[config.mk]
export PLATFORM = sky130hd
export DESIGN_NAME = uartprobe_axi_seq
export DESIGN_NICKNAME = d
export VERILOG_FILES = /design/src/rtl/uartprobe_axi_seq.sv
export SDC_FILE = /design/constraint.sdc
export NUM_CORES = 1
export LEC_CHECK = 0
export ABC_AREA = 1
export BUFFER_PORTS_ARGS = -buffer_cell sky130_fd_sc_hd__buf_4
export CELL_PAD_IN_SITES_DETAIL_PLACEMENT = 0
export CELL_PAD_IN_SITES_GLOBAL_PLACEMENT = 2
export CORE_UTILIZATION = 24
export CTS_CLUSTER_SIZE = 40
export DETAILED_ROUTE_END_ITERATION = 12
export HOLD_SLACK_MARGIN = 0.15
export PLACE_DENSITY_LB_ADDON = 0.1
export SYNTH_ARGS = -nofsm -noshare
export SYNTH_HDL_FRONTEND = slang
export SYNTH_SLANG_ARGS = --single-unit
[constraint.sdc]
create_clock -name clk -period 1.7 [get_ports clk]
set_input_delay 0.085 -clock clk [delete_from_list [all_inputs] [get_ports clk]]
set_output_delay 0.085 -clock clk [all_outputs]
set_load 0.03 [all_outputs]
[src/rtl/uartprobe_axi_seq.sv]
// Single-outstanding AXI4 master sequencer: one byte read or write per command, with a per-transaction timeout.
// Optional macro UARTPROBE_AXI_SEQ_STATS_EN adds stat_txn/stat_err response counters.
module uartprobe_axi_seq #(
   parameter logic [31:0] AXI_ADDR_ON_RESET = 32'b0,
   parameter int unsigned TIMEOUT_CYCLES    = 1024
) (
   input  logic        clk,
   input  logic        reset,
   input  logic        cmd_valid,
   output logic        cmd_ready,
   input  logic        cmd_write,
   input  logic [31:0] cmd_addr,
   input  logic [7:0]  cmd_wdata,
   output logic        rsp_valid,
   input  logic        rsp_ready,
   output logic        rsp_write,
   output logic [7:0]  rsp_rdata,
   output logic [1:0]  rsp_resp,
   output logic        rsp_timeout,
   output logic [31:0] m_axi_araddr,
   output logic        m_axi_arvalid,
   input  logic        m_axi_arready,
   output logic [2:0]  m_axi_arsize,
   input  logic [7:0]  m_axi_rdata,
   input  logic [1:0]  m_axi_rresp,
   input  logic        m_axi_rvalid,
   output logic        m_axi_rready,
   output logic [31:0] m_axi_awaddr,
   output logic        m_axi_awvalid,
   input  logic        m_axi_awready,
   output logic [2:0]  m_axi_awsize,
   output logic [7:0]  m_axi_wdata,
   output logic [0:0]  m_axi_wstrb,
   output logic        m_axi_wvalid,
   input  logic        m_axi_wready,
   input  logic [1:0]  m_axi_bresp,
   input  logic        m_axi_bvalid,
`ifdef UARTPROBE_AXI_SEQ_STATS_EN
   output logic        m_axi_bready,
   output logic [15:0] stat_txn,
   output logic [7:0]  stat_err
`else
   output logic        m_axi_bready
`endif
);

   typedef enum logic [2:0] {S_IDLE, S_RD_A, S_RD_R, S_WR_AW, S_WR_B, S_RESP} state_t;

   localparam bit          TO_EN   = (TIMEOUT_CYCLES != 0);
   localparam logic [15:0] TO_LAST = TO_EN ? 16'(TIMEOUT_CYCLES - 1) : 16'd0;

   state_t      r_state, w_state_next;
   logic [31:0] r_addr;
   logic [7:0]  r_wdata;
   logic        r_write;
   logic        r_aw_done, r_w_done;
   logic [15:0] r_cnt;
   logic        r_rsp_write, r_rsp_timeout;
   logic [7:0]  r_rsp_rdata;
   logic [1:0]  r_rsp_resp;
   logic        w_expired, w_abort, w_aw_fin, w_w_fin;

   // >= rather than == so a count that slips past the last value while progressing still expires
   assign w_expired = TO_EN && (r_cnt >= TO_LAST);
   assign w_aw_fin  = r_aw_done | m_axi_awready;
   assign w_w_fin   = r_w_done  | m_axi_wready;

   always_comb begin
      w_state_next  = r_state;
      w_abort       = 1'b0;
      cmd_ready     = 1'b0;
      rsp_valid     = 1'b0;
      m_axi_arvalid = 1'b0;
      m_axi_rready  = 1'b0;
      m_axi_awvalid = 1'b0;
      m_axi_wvalid  = 1'b0;
      m_axi_bready  = 1'b0;
      case (r_state)
         S_IDLE: begin
            cmd_ready = 1'b1;
            if (cmd_valid) w_state_next = cmd_write ? S_WR_AW : S_RD_A;
         end
         S_RD_A: begin
            m_axi_arvalid = 1'b1;
            if (m_axi_arready) w_state_next = S_RD_R;
            else if (w_expired) w_abort = 1'b1;
         end
         S_RD_R: begin
            m_axi_rready = 1'b1;
            if (m_axi_rvalid) w_state_next = S_RESP;
            else if (w_expired) w_abort = 1'b1;
         end
         S_WR_AW: begin
            m_axi_awvalid = !r_aw_done;
            m_axi_wvalid  = !r_w_done;
            if (w_aw_fin && w_w_fin) w_state_next = S_WR_B;
            else if (w_expired) w_abort = 1'b1;
         end
         S_WR_B: begin
            m_axi_bready = 1'b1;
            if (m_axi_bvalid) w_state_next = S_RESP;
            else if (w_expired) w_abort = 1'b1;
         end
         S_RESP: begin
            rsp_valid = 1'b1;
            if (rsp_ready) w_state_next = S_IDLE;
         end
         default: w_state_next = S_IDLE;
      endcase
      if (w_abort) w_state_next = S_RESP;
   end

   always_ff @(posedge clk) begin
      if (reset) begin
         r_state       <= S_IDLE;
         r_addr        <= AXI_ADDR_ON_RESET;
         r_wdata       <= 8'd0;
         r_write       <= 1'b0;
         r_aw_done     <= 1'b0;
         r_w_done      <= 1'b0;
         r_cnt         <= 16'd0;
         r_rsp_write   <= 1'b0;
         r_rsp_rdata   <= 8'd0;
         r_rsp_resp    <= 2'b00;
         r_rsp_timeout <= 1'b0;
      end else begin
         r_state <= w_state_next;
         case (r_state)
            S_IDLE: if (cmd_valid) begin
               r_addr    <= cmd_addr;
               r_wdata   <= cmd_wdata;
               r_write   <= cmd_write;
               r_aw_done <= 1'b0;
               r_w_done  <= 1'b0;
               r_cnt     <= 16'd0;
            end
            S_RD_A, S_RD_R, S_WR_B: r_cnt <= r_cnt + 16'd1;
            S_WR_AW: begin
               r_cnt <= r_cnt + 16'd1;
               if (m_axi_awready) r_aw_done <= 1'b1;
               if (m_axi_wready)  r_w_done  <= 1'b1;
            end
            default: ;
         endcase
         if (r_state == S_RD_R && m_axi_rvalid) begin
            r_rsp_write   <= 1'b0;
            r_rsp_rdata   <= m_axi_rdata;
            r_rsp_resp    <= m_axi_rresp;
            r_rsp_timeout <= 1'b0;
         end else if (r_state == S_WR_B && m_axi_bvalid) begin
            r_rsp_write   <= 1'b1;
            r_rsp_rdata   <= 8'd0;
            r_rsp_resp    <= m_axi_bresp;
            r_rsp_timeout <= 1'b0;
         end else if (w_abort) begin
            r_rsp_write   <= r_write;
            r_rsp_rdata   <= 8'd0;
            r_rsp_resp    <= 2'b10;
            r_rsp_timeout <= 1'b1;
         end
      end
   end

   assign rsp_write    = r_rsp_write;
   assign rsp_rdata    = r_rsp_rdata;
   assign rsp_resp     = r_rsp_resp;
   assign rsp_timeout  = r_rsp_timeout;
   assign m_axi_araddr = r_addr;
   assign m_axi_awaddr = r_addr;
   assign m_axi_wdata  = r_wdata;
   assign m_axi_arsize = 3'b000;
   assign m_axi_awsize = 3'b000;
   assign m_axi_wstrb  = 1'b1;

`ifdef UARTPROBE_AXI_SEQ_STATS_EN
   logic [15:0] r_stat_txn;
   logic [7:0]  r_stat_err;

   always_ff @(posedge clk) begin
      if (reset) begin
         r_stat_txn <= 16'd0;
         r_stat_err <= 8'd0;
      end else if (rsp_valid && rsp_ready) begin
         if (r_stat_txn != 16'hFFFF) r_stat_txn <= r_stat_txn + 16'd1;
         if ((r_rsp_resp != 2'b00 || r_rsp_timeout) && r_stat_err != 8'hFF)
            r_stat_err <= r_stat_err + 8'd1;
      end
   end

   assign stat_txn = r_stat_txn;
   assign stat_err = r_stat_err;
`endif

endmodule

Word-level counts from Yosys, hierarchy flattened:

Cells that the tools add are included.

* eq/ne operators: 19
* reductions and logical operators: 20
* bitwise operators: 2
* muxes and demuxes: 37
* $add $sub $neg: 1
* $lt $le $gt $ge: 1

Operators by type and width (count)
* one-hot mux 16 bit (2 select lines): 1
* two-way mux 8 bit: 3
* two-way mux 3 bit: 7
* != test 3 bit, second input constant: 6
* one-hot mux 3 bit (6 select lines): 1
* two-way mux 1 bit: 17
* adder 16 x 1 -> 16 bit, second input constant: 1
* >= comparator 16 x 10 -> 1 bit, second input constant: 1
* two-way mux 16 bit: 1
* != test 2 bit, second input constant: 8
* AND reduction 6 bit: 2
* two-way mux 2 bit: 4
* == test 3 x 2 -> 1 bit, second input constant: 2
* == test 3 bit, second input constant: 2
* AND reduction 3 bit: 2
* nonzero test 2 bit: 3
* one-hot mux 1 bit (2 select lines): 2
* one-hot mux 1 bit (4 select lines): 1
* AND reduction 2 bit: 2
* OR reduction 2 bit: 2
* OR reduction 4 bit: 1
* == test 3 x 1 -> 1 bit, second input constant: 1
* logical AND 1 bit: 3
* logical NOT 3 bit: 1
* 4 further kinds: 6

* bits in registers: 74

Depth between registers and ports, before layout:

Gate-level depths: netlist of the first run.

* word-level depth: 7
* mapped depth: 11
* gate-level depth less buffers: 11

Worst setup path before layout of the first run:

Ideal clock, no wire load.

* kind: register to register
* from: register r_state[0]
* to: register r_rsp_rdata[4] (netlist: rsp_rdata[4])
* setup slack: 0.055 ns
* period minus slack after synthesis: 1.645 ns
* data arrival time: 1.513 ns
* buffers on the path: 0
* cell stages (with the launch flop): 9
* path through: dfxtp_1 -> inv_2 -> nand2_4 -> nor2_1 -> nand2_1 -> nand2_1 -> inv_2 -> nand3_1 -> a21oi_1

* word-level cells in the longest chain between the ends: 4
* elaborated cells on any way between the ends: 10
* those cells by class: 4 x eq/ne; 3 x mux; 3 x reduce/logical

RTL lines
* start: declaration: line 52 `state_t r_state, w_state_next;`
* start signal: assignment: line 127 `r_state <= w_state_next;`
* parallel branches: the longest is 4 deep, another holds one-hot mux 1 bit (4 select lines)
* end signal: assignment: line 147 `r_rsp_rdata <= m_axi_rdata;`
* end: declaration: line 59 `logic [7:0] r_rsp_rdata;`

Parallel ways; which one is timed is not known.
A chain may end at the register's enable or synchronous reset.

Final worst setup path of the first run:

* from: register r_state[1]
* to: register r_addr[8] (netlist: m_axi_araddr[8])

* word-level cells in the longest chain between the ends: 2

RTL lines
* logical NOT 3 bit: line 128 `case (r_state)`
* AND reduction 2 bit (no line)
* end signal: assignment: line 130 `r_addr <= cmd_addr;`
* end: declaration: line 53 `logic [31:0] r_addr;`

No other way between the ends.

==> results.txt, run 1 <==
The flow ran to the end, and the final reports show no timing, DRC or antenna violations. Across the VDD grid, the largest voltage drop is 0.001074 V. Net switching is 43.69% of the power. In this run the count of I/O pins placed on the die edge is 160.

Sequential cells account for 28.4% of the total power. The per-cell routed wire length came out at 12.40 um. The type of destination of the critical path is a register. The final hold violation count came out at 0.

The tree is rooted in a clkbuf_16. For the final database, setup skew stands at 3.488 ps. Summed over all nets, the half-perimeter wirelength after detailed placement is 7313 um. The number of H-tree branching levels is 3. In the post-synthesis netlist, the biggest area contributors are dfxtp_1 43%, nor2_1 12%, buf_4 8.4%, nand2_1 7.4%, o21ai_0 7.0%. The class of the tightest hold or removal check is in2reg. The number of setup buffers added after CTS is 0. Synthesis produced 489 cells. The instance area at placement is 0.004583 mm2. The clock edge transition at the registers on the reported setup and hold paths is 60 ps. Across all register-to-register paths, the minimum setup slack is 110 ps.

Entering global routing, the biggest net connects 45 pins. The cell count of the worst hold path came out at 4. The number of failing setup endpoints in the final timing report is 0. From synthesis to final layout, the design area changed by 58.91%. CTS saw 74 sinks. Of all cell types, the one taking the most synthesized area is dfxtp_1. Per report_power, the combinational group accounts for 47.3% of the total.

Setup repair after global routing left no endpoint under its margin. Summed over all nets, the switching power comes to 3.793 mW. The number of routed nets with antenna violations is 0. In this run the biggest area consumer among cell types represents 42.53% of the synthesized area. The minimum period implied by the final worst setup slack came out at 1591 ps. STA classifies the critical path startpoint as a register.

The effective utilization at floorplan is 24.81%. The summed area of non-filler cells in the final layout is 0.005535 mm2. The highest clock rate is 628.4 MHz. The total track usage came out at 14.38%. The width of the chip is 122.5 um. The Yosys step of the flow raised 0 warnings. The total leakage power came out at 2.615 nW.

The number of register bits inferred by synthesis came out at 74. The worst-case setup margin in the final layout is 108.5 ps. The first global-routing pass estimated 16600 um of wire.

In this run, the number of DRC markers left after iteration 0 of detailed routing was 151. The final clock period utilization by the worst path is 93.62%. In the routed design, unresolved DRC markers number 0. The final layout net count came out at 736. The final global-route overflow total came out at 0. The worst-skew pair later-pin latency is 340 ps. The first-pass iteration count of the detailed router came out at 4. The diode insertion count for antenna repair came out at 0.

The endpoint required time on the critical path came out at 1940 ps. The core outline area is 0.01404 mm2. The final-layout worst hold slack is 153.2 ps.

The share of power burned in the clock network is 24.3%. The worst reg-to-reg path cell count came out at 7. The count of standard-cell rows came out at 43.

The number of global-route vias before repair was 3410. Dividing total power by cell area gives a power density of 1569 mW/mm2. The internal power summed over all cells came out at 4.889 mW. The TritonCTS buffer count is 9. The deepest clock path buffer count came out at 2. In the layout the commonest cells are 160 x buf_4, 108 x nor2_1, 72 x dfxtp_1, 69 x nand2_1, 62 x dlygate4sd3_1. At the worst endpoint, the arrival time is 1830 ps. The final setup TNS came out at 0 ps.

The worst setup path is of the reg2reg kind. At the end of the flow the core is filled with cells to 39.42%. The number of violations of the max-capacitance limit came out at 0. The worst slack after detailed placement is 157.9 ps. The full die area came out at 0.01500 mm2. Dividing the detail-routed via count by the number of cells gives 4.267. TritonCTS built the clock tree.

The number of antenna violations at the first check in global routing is 0. The fraction of layout cells with a size suffix above 1 came out at 30.53%. The count of unique library cells instantiated by Yosys is 32.

The count of vias placed by the detailed router came out at 3661. The final weighted congestion in routability-driven placement is 0.7547. The most common cell after layout, fill and taps aside is buf_4. The cell area that synthesis handed to floorplanning was 0.003483 mm2. The part of the Yosys area used for sequential elements came out at 42.53%.

The final max-slew violation count is 0. The routed design has 10640 um of wire. The top fanout value on the critical path came out at 12. During placement, the flow inserted port buffers numbering 152. The die is 122.5 um tall. The mean cell area of the mapped netlist is 7.123 um2.
==> worst paths after layout <==
path	from	endpoint
hold / removal	cmd_valid	m_axi_araddr[7]
setup reg to reg	r_state[1]	m_axi_araddr[8]
setup / recovery	r_state[1]	m_axi_araddr[8]
hold reg to reg	rsp_timeout	rsp_timeout
==> state kept, by name (all words and copies together), names as in the netlist <==
| name | count |
|---|---|
| m_axi_araddr | 32 |
| r_w_done | 1 |
| r_write | 1 |
| rsp_rdata | 8 |
| rsp_timeout | 1 |
| m_axi_wdata | 8 |
| r_cnt | 16 |
| rsp_write | 1 |
| r_state | 3 |
| rsp_resp | 2 |
| r_aw_done | 1 |
==> critical path, cell delays in order, from the launching register on <==
cell           delay, ps
dfxtp_1              360
inv_2                120
nand2_4               80
nor2_8               100
nand2_4              120
nor2_1               110
dlygate4sd3_1        550
nor2_1                40
==> timing repair <==
| action | in CTS | in global routing |
|---|---|---|
| hold buffers | 62 | 0 |
| hold endpoints to repair | 55 | 0 |
| gates resized for setup | 0 | 3 |
| setup endpoints to repair | 0 | 6 |
==> layer usage <==
layer	share of wire, %	vias to the layer above	global-route usage [%]	wire (um)
li1	-	1880	-	-
met1	45	1668	17.56	4744
met2	49	108	23.77	5162
met3	6.1	5	5.344	649
met4	0.76	0	3.430	81
met5	0	-	0	0
==> kinds of logic (layout without fill, tap and decap cells) <==
kind of cell	count (synthesis)	count (layout)	share of synthesized area [%]
simple gates	234	234	29.38
other cells	2	7	0.2156
fa+ha+maj	1	1	0.3591
compound gates	83	83	12.57
buf+inv	95	279	14.94
flops	74	74	42.53
==> Yosys cell counts, drive strengths merged <==
cell type,number
nor2,117
nand2,76
dfxtp,74
o21ai,52
buf,42
inv,40
nand3,30
a21oi,27
clkbuf,13
nand4,4
nor3,3
conb,2
nand3b,2
a211oi,1
a2bb2oi,1
a31o,1
ha,1
nor4,1
o22ai,1
or2,1
==> area by class of cell <==
class                           instances  area (um2)
Sequential cell                        74        1484
Inverter                               40       155.1
Fill cell                            1470        8507
Clock buffer                            9       225.2
Tap cell                              180       225.2
Clock inverter                          7       101.3
Multi-Input combinational cell        325        1503
Timing Repair Buffer                  223        1842
==> stage by stage <==
step | std cells | power, mW
after global routing | 858 | 9.210
after CTS | 858 | 8.811
after global placement | 780 | 6.501
final | 858 | 8.683
after detailed placement | 780 | 6.491
after floorplan | 494 | 5.283
==> power groups by stage <==
stage | Combinational (mW) | Sequential, mW | Clock [mW]
4_1_cts | 4.17 | 2.46 | 2.19
6_report | 4.11 | 2.46 | 2.11
3_5_place_dp | 4.01 | 2.48 | 0
2_1_floorplan | 2.23 | 3.05 | 0
3_3_place_gp | 4.02 | 2.48 | 0
5_1_grt | 4.41 | 2.52 | 2.27
(Power assumes the default switching activity.)
==> inputs of run 2 (changes only) <==
--- a/config.mk
+++ b/config.mk
@@ -6,10 +6,11 @@
 export NUM_CORES = 1
 export LEC_CHECK = 0
 export ABC_AREA = 1
-export BUFFER_PORTS_ARGS = -buffer_cell sky130_fd_sc_hd__buf_4
+export BUFFER_PORTS_ARGS = -buffer_cell sky130_fd_sc_hd__buf_2
 export CELL_PAD_IN_SITES_DETAIL_PLACEMENT = 0
 export CELL_PAD_IN_SITES_GLOBAL_PLACEMENT = 2
 export CORE_UTILIZATION = 24
+export CTS_CLUSTER_DIAMETER = 80
 export CTS_CLUSTER_SIZE = 40
 export DETAILED_ROUTE_END_ITERATION = 12
 export HOLD_SLACK_MARGIN = 0.15
==> results.txt, run 2 (synthesis gave the netlist of run 1 again) <==
The run finished with clean final reports. The number of setup buffers added after CTS is 0. Registers are responsible for 30.2% of the overall power. The maximum number of pins on one net before global-route repair is 45. The number of global-route vias before repair came out at 3359. The share of power burned in the clock network came out at 23.9%.

The final layout net count is 730. In the final routed layout, each cell accounts on average for 12.01 um. The layout overhead on the synthesized area came out at 45.55%. The worst register-to-register path has a depth of 6. The number of H-tree branching levels came out at 3. The endpoint required time on the critical path is 1980 ps.

The power per unit of standard cell area came out at 1586 mW/mm2. The sort of element at the start of the critical path is a register. The worst-case setup margin in the final layout is 163.3 ps.

Once the floorplan was initialized, standard cells occupied 24.81% of the core. The full die area is 0.01500 mm2. The number of antenna diodes in the final layout is 0. In the layout the commonest cells are 152 x buf_2, 108 x nor2_1, 73 x dfxtp_1, 69 x nand2_1, 56 x dlygate4sd3_1. The tree is rooted in a clkbuf_16. Clock-pin slew was measured on the worst setup and hold paths at 60 ps. The register with the most flip-flops in the layout has 32 of them. The number of failing setup endpoints in the final timing report is 0. The worst-skew pair later-pin latency came out at 340 ps. The total track usage is 14.05%.

The minimum period implied by the final worst setup slack is 1537 ps. The most common cell after layout, fill and taps aside is buf_2. The number of buffers added on ports is 152. The worst supply voltage drop on vdd came out at 0.0007963 V. The final global-route overflow total came out at 0. In the final layout, the share of cells above drive strength 1 is 30.45%.

The die height came out at 122.5 um. The average via count per standard cell came out at 4.275. The type of the worst setup path is reg2reg. The global-route wire length before repair is 16260 um. Along the worst path, the maximum fanout reaches 34. Setup repair after global routing left no endpoint under its margin. Across all layers, the routed design uses 3634 vias.

TritonCTS built the clock tree. The first detailed-routing pass took 4 iterations. The initialized floorplan defines 43 standard-cell rows.

The final weighted congestion in routability-driven placement came out at 0.7710. The net switching power came out at 3.683 mW. The final hold violation count came to 0.

Net switching is 45.81% of the power. The post-route DRC violation count is 0. The internal portion of the total power is 4.357 mW. The worst setup path is captured at a register.

The number of top-level pins came out at 160. The number of routed nets with antenna violations is 0. The final routed wirelength across all metal layers is 10210 um. In this run the static leakage power is 2.494 nW. The clock skew is 6.083 ps. The cell count of the worst hold path is 4.

The data arrival time of the critical path is 1810 ps. The violation count after the first detailed-routing iteration is 157. The clock net in this run drives a total of 74 sinks.

The worst slack after detailed placement is 132.5 ps. TritonCTS created 9 clock buffers. The half-perimeter wire length after placement came out at 7014 um. The highest clock rate came out at 650.7 MHz. The worst hold path belongs to the class in2reg. The clock passes through at most 2 buffers.

The number of antenna violations at the first check in global routing was 0. The combinational share of power came out at 46.0%. The final clock period utilization by the worst path is 90.40%. For the final routed database, the setup TNS stands at 0 ps. The width of the chip came out at 122.5 um.

The final max-slew violation count came out at 0. The number of violations of the max-capacitance limit came out at 0. The floorplan step defined a core boundary enclosing 0.01404 mm2.
[run 2: final cells by class]
cell class	count	area, um2
clock buffers	10	239.0
clock inverters	4	53.80
fillers	1505	8972
inverters	40	152.6
multi-input cells	325	1503
flip-flops and latches	74	1483
well taps	180	225.2
repair buffers	217	1414
[run 2: power by group through the flow]
stage	Sequential, mW	Clock, mW	Combinational [mW]
after global placement	2.44	0	3.66
after global routing	2.48	2.07	4.01
after CTS	2.42	2.00	3.74
final	2.42	1.92	3.69
after detailed placement	2.45	0	3.63
after floorplan	3.05	0	2.23
[run 2: final timing paths]
| check | startpoint | end | slack, ps |
|---|---|---|---|
| hold reg to reg | rsp_timeout | rsp_timeout | 450 |
| hold / removal | reset | r_w_done | 170 |
| setup / recovery | r_state[1] | m_axi_araddr[5] | 160 |
| setup reg to reg | r_state[1] | m_axi_araddr[5] | 160 |
[run 2: per-stage QoR]
stage	instances	utilization (%)	cell area [um2]	hold WS (ps)	total power, mW
after CTS	850	36.10	5069	165.6	8.160
after detailed placement	780	30.02	4215	310.9	6.083
after global routing	850	36.10	5070	199.2	8.559
final	850	36.10	5070	171.9	8.040
after global placement	780	30.02	4215	306.8	6.106
after floorplan	494	-	3502	219.9	5.283
[run 2: repair_timing]
action	4_1_cts	5_1_grt
resized for setup	0	1
endpoints found under the hold margin	55	0
hold buffers	56	0
setup endpoints to repair	0	2
[run 2: critical path, stage by stage (launching register included)]
cell,delay [ps]
dfxtp_1,360
nor2_1,170
nand2_1,110
nor2_2,330
buf_12,240
o21ai_0,120
nor2_1,120
[run 2: layer usage]
layer	wire length, um	part of all wire, %	track usage [%]	up-vias
li1	-	-	-	1869
met5	0	0	0	-
met4	117	1.1	4.649	0
met3	652	6.4	4.833	8
met2	4822	47	23.77	117
met1	4616	45	16.49	1640
==> inputs of run 3 (changes only) <==
--- a/config.mk
+++ b/config.mk
@@ -14,7 +14,7 @@
 export CTS_CLUSTER_SIZE = 40
 export DETAILED_ROUTE_END_ITERATION = 12
 export HOLD_SLACK_MARGIN = 0.15
-export PLACE_DENSITY_LB_ADDON = 0.1
+export PLACE_DENSITY = 0.87
 export SYNTH_ARGS = -nofsm -noshare
 export SYNTH_HDL_FRONTEND = slang
 export SYNTH_SLANG_ARGS = --single-unit
==> results.txt, run 3 (synthesis gave the netlist of run 1 again) <==
The flow ran to the end, and the final reports show no timing, DRC or antenna violations. Timing would allow up to 641.1 MHz. The library cell used as clock root buffer is clkbuf_16.

The clock arrives with 7.033 ps of skew. The number of failing setup endpoints in the final timing report is 0. The final hold violation count was 0. The number of setup buffers added after CTS is 0. Entering global routing, the biggest net connects 42 pins. The deepest clock path buffer count is 2.

Leaving out fill and tap cells, the most frequent cells in the layout are 152 x buf_2, 108 x nor2_1, 73 x dfxtp_1, 68 x nand2_1, 55 x dlygate4sd3_1. The final global-route overflow total came out at 0. The full die area is 0.01500 mm2. The number of buffers added on ports came out at 152. The worst-skew pair later-pin latency came out at 340 ps. The instance area at placement came out at 0.004203 mm2.

The data arrival time of the critical path came out at 1800 ps. The half-perimeter wire length after placement came out at 6977 um. The number of flip-flops under the largest register name came out at 32. After the first detailed-routing iteration, the DRC count stood at 102. The TritonCTS buffer count is 9.

Setup repair after global routing could not meet its margin everywhere. The summed area of non-filler cells in the final layout is 0.005079 mm2. The library cell used most frequently in the layout, excluding fill and tap cells, is buf_2. The count of vias placed by the detailed router is 3622. The number of antenna violations at the first check in global routing came out at 0. The minimum period implied by the final worst setup slack is 1560 ps. The worst supply voltage drop on vdd came out at 0.0008599 V. The diode insertion count for antenna repair came out at 0. Together, buffers and inverters on the worst path number 1. The count of standard-cell rows came out at 43. The number of global-route vias before repair came out at 3497.

The cell count after placement came out at 780. The final max-slew violation count came out at 0. From left edge to right edge, the die measures 122.5 um. The clock tree from TritonCTS is done.

The biggest cell delay along the critical path came out at 450 ps. STA classifies the critical path endpoint as a register. The top fanout value on the critical path came out at 8.

The number of standard cells in the layout, taps in and fillers out came out at 852. The average via count per standard cell came out at 4.251. The power per unit of standard cell area came out at 1598 mW/mm2. In the finished design, the share of the clock period the worst path needs comes to 91.75%. Grouping stages by cell kind, the critical path spends the most delay in compound AO/OA/AOI/OAI gates. The sort of element at the start of the critical path is a register. The core outline area came out at 0.01404 mm2. The fraction of layout cells with a size suffix above 1 is 30.95%. The total leakage power is 2.493 nW. The clock edge transition at the registers on the reported setup and hold paths came out at 60 ps. Walking the worst path, the cells encountered are nor2_1 > nand3b_1 > nand2_1 > o21ai_2 > nand2_1 > o21ai_1 > inv_1. The slowest stage of the critical path is the dfxtp_1 cell. For this run, the post-layout net count is 730. The critical path is of the reg2reg type. The first detailed-routing pass ran for 5 iterations. The endpoint required time on the critical path came out at 1940 ps.

The die height is 122.5 um. The number of routed nets with antenna violations is 0. The sink count of the clock tree is 74. The total track usage came out at 13.90%. The worst hold path belongs to the class in2reg. The final routed wirelength across all metal layers came out at 10280 um. In this design, the critical path's most frequently occurring cell is nand2_1. During I/O placement, the number of pins put on the boundary was 160. The layout overhead on the synthesized area came out at 45.80%.

The post-route DRC violation count came out at 0. Across the run, the number of max-cap violations was 0. The per-cell routed wire length is 12.07 um. The effective utilization at floorplan came out at 24.81%. The first global-routing pass estimated 16220 um of wire. The number of H-tree branching levels is 3. The final weighted congestion in routability-driven placement is 0.8198.
-- run 3: final cells by class --
class,count,area [um2]
multi-input combinational,326,1514
clock buffer,10,239.0
fill,1475,8964
timing repair buffer,216,1391
clock inverter,6,73.82
sequential,74,1483
inverter,40,152.6
tap,180,225.2
-- run 3: metrics by stage --
step / setup WS [ps] / utilization [%] / total power, mW / hold slack, ps / setup TNS, ps
6_report: 140.2 / 36.17 / 8.114 / 163.4 / 0
3_3_place_gp: 185.2 / 29.93 / 6.029 / 307.0 / 0
2_1_floorplan: 54.79 / - / 5.283 / 219.9 / 0
5_1_grt: -13.50 / 36.17 / 8.669 / 183.2 / -13.50
3_5_place_dp: 120.4 / 29.93 / 6.046 / 314.7 / 0
4_1_cts: 98.67 / 36.08 / 8.194 / 153.8 / 0
-- run 3: report_power, final --
| group | internal, mW | total, mW | switching [mW] |
|---|---|---|---|
| Sequential | 2.14 | 2.42 | 0.283 |
| Combinational | 1.04 | 3.69 | 2.65 |
| Clock | 1.19 | 2.00 | 0.805 |
-- run 3: worst min-delay path, delay by kind of cell --
kind / cells / cell delay, ps
AND/OR/NAND/NOR: 2 / 230
buffers and inverters: 1 / 100
AO/OA/AOI/OAI: 1 / 30
-- run 3: timing repair --
item	CTS	global route
hold endpoints to repair	54	0
endpoints found under the setup margin	0	9
resized for setup	0	2
hold buffers	55	0
-- run 3: layer usage --
| layer | track usage, % | part of all wire, % |
|---|---|---|
| met1 | 16.00 | 44 |
| met2 | 24.26 | 49 |
| met3 | 4.600 | 6.3 |
| met4 | 4.116 | 0.94 |
| met5 | 0 | 0 |
-- run 3: path summary, 6_finish.rpt --
kind | from | end | slack (ps) | depth (start not counted)
worst max-delay path | r_state[2] | rsp_resp[1] | 140 | 7
worst min-delay path | m_axi_bvalid | rsp_timeout | 160 | 4
worst max register to register | r_state[2] | rsp_resp[1] | 140 | 7
worst min register to register | rsp_timeout | rsp_timeout | 460 | 2
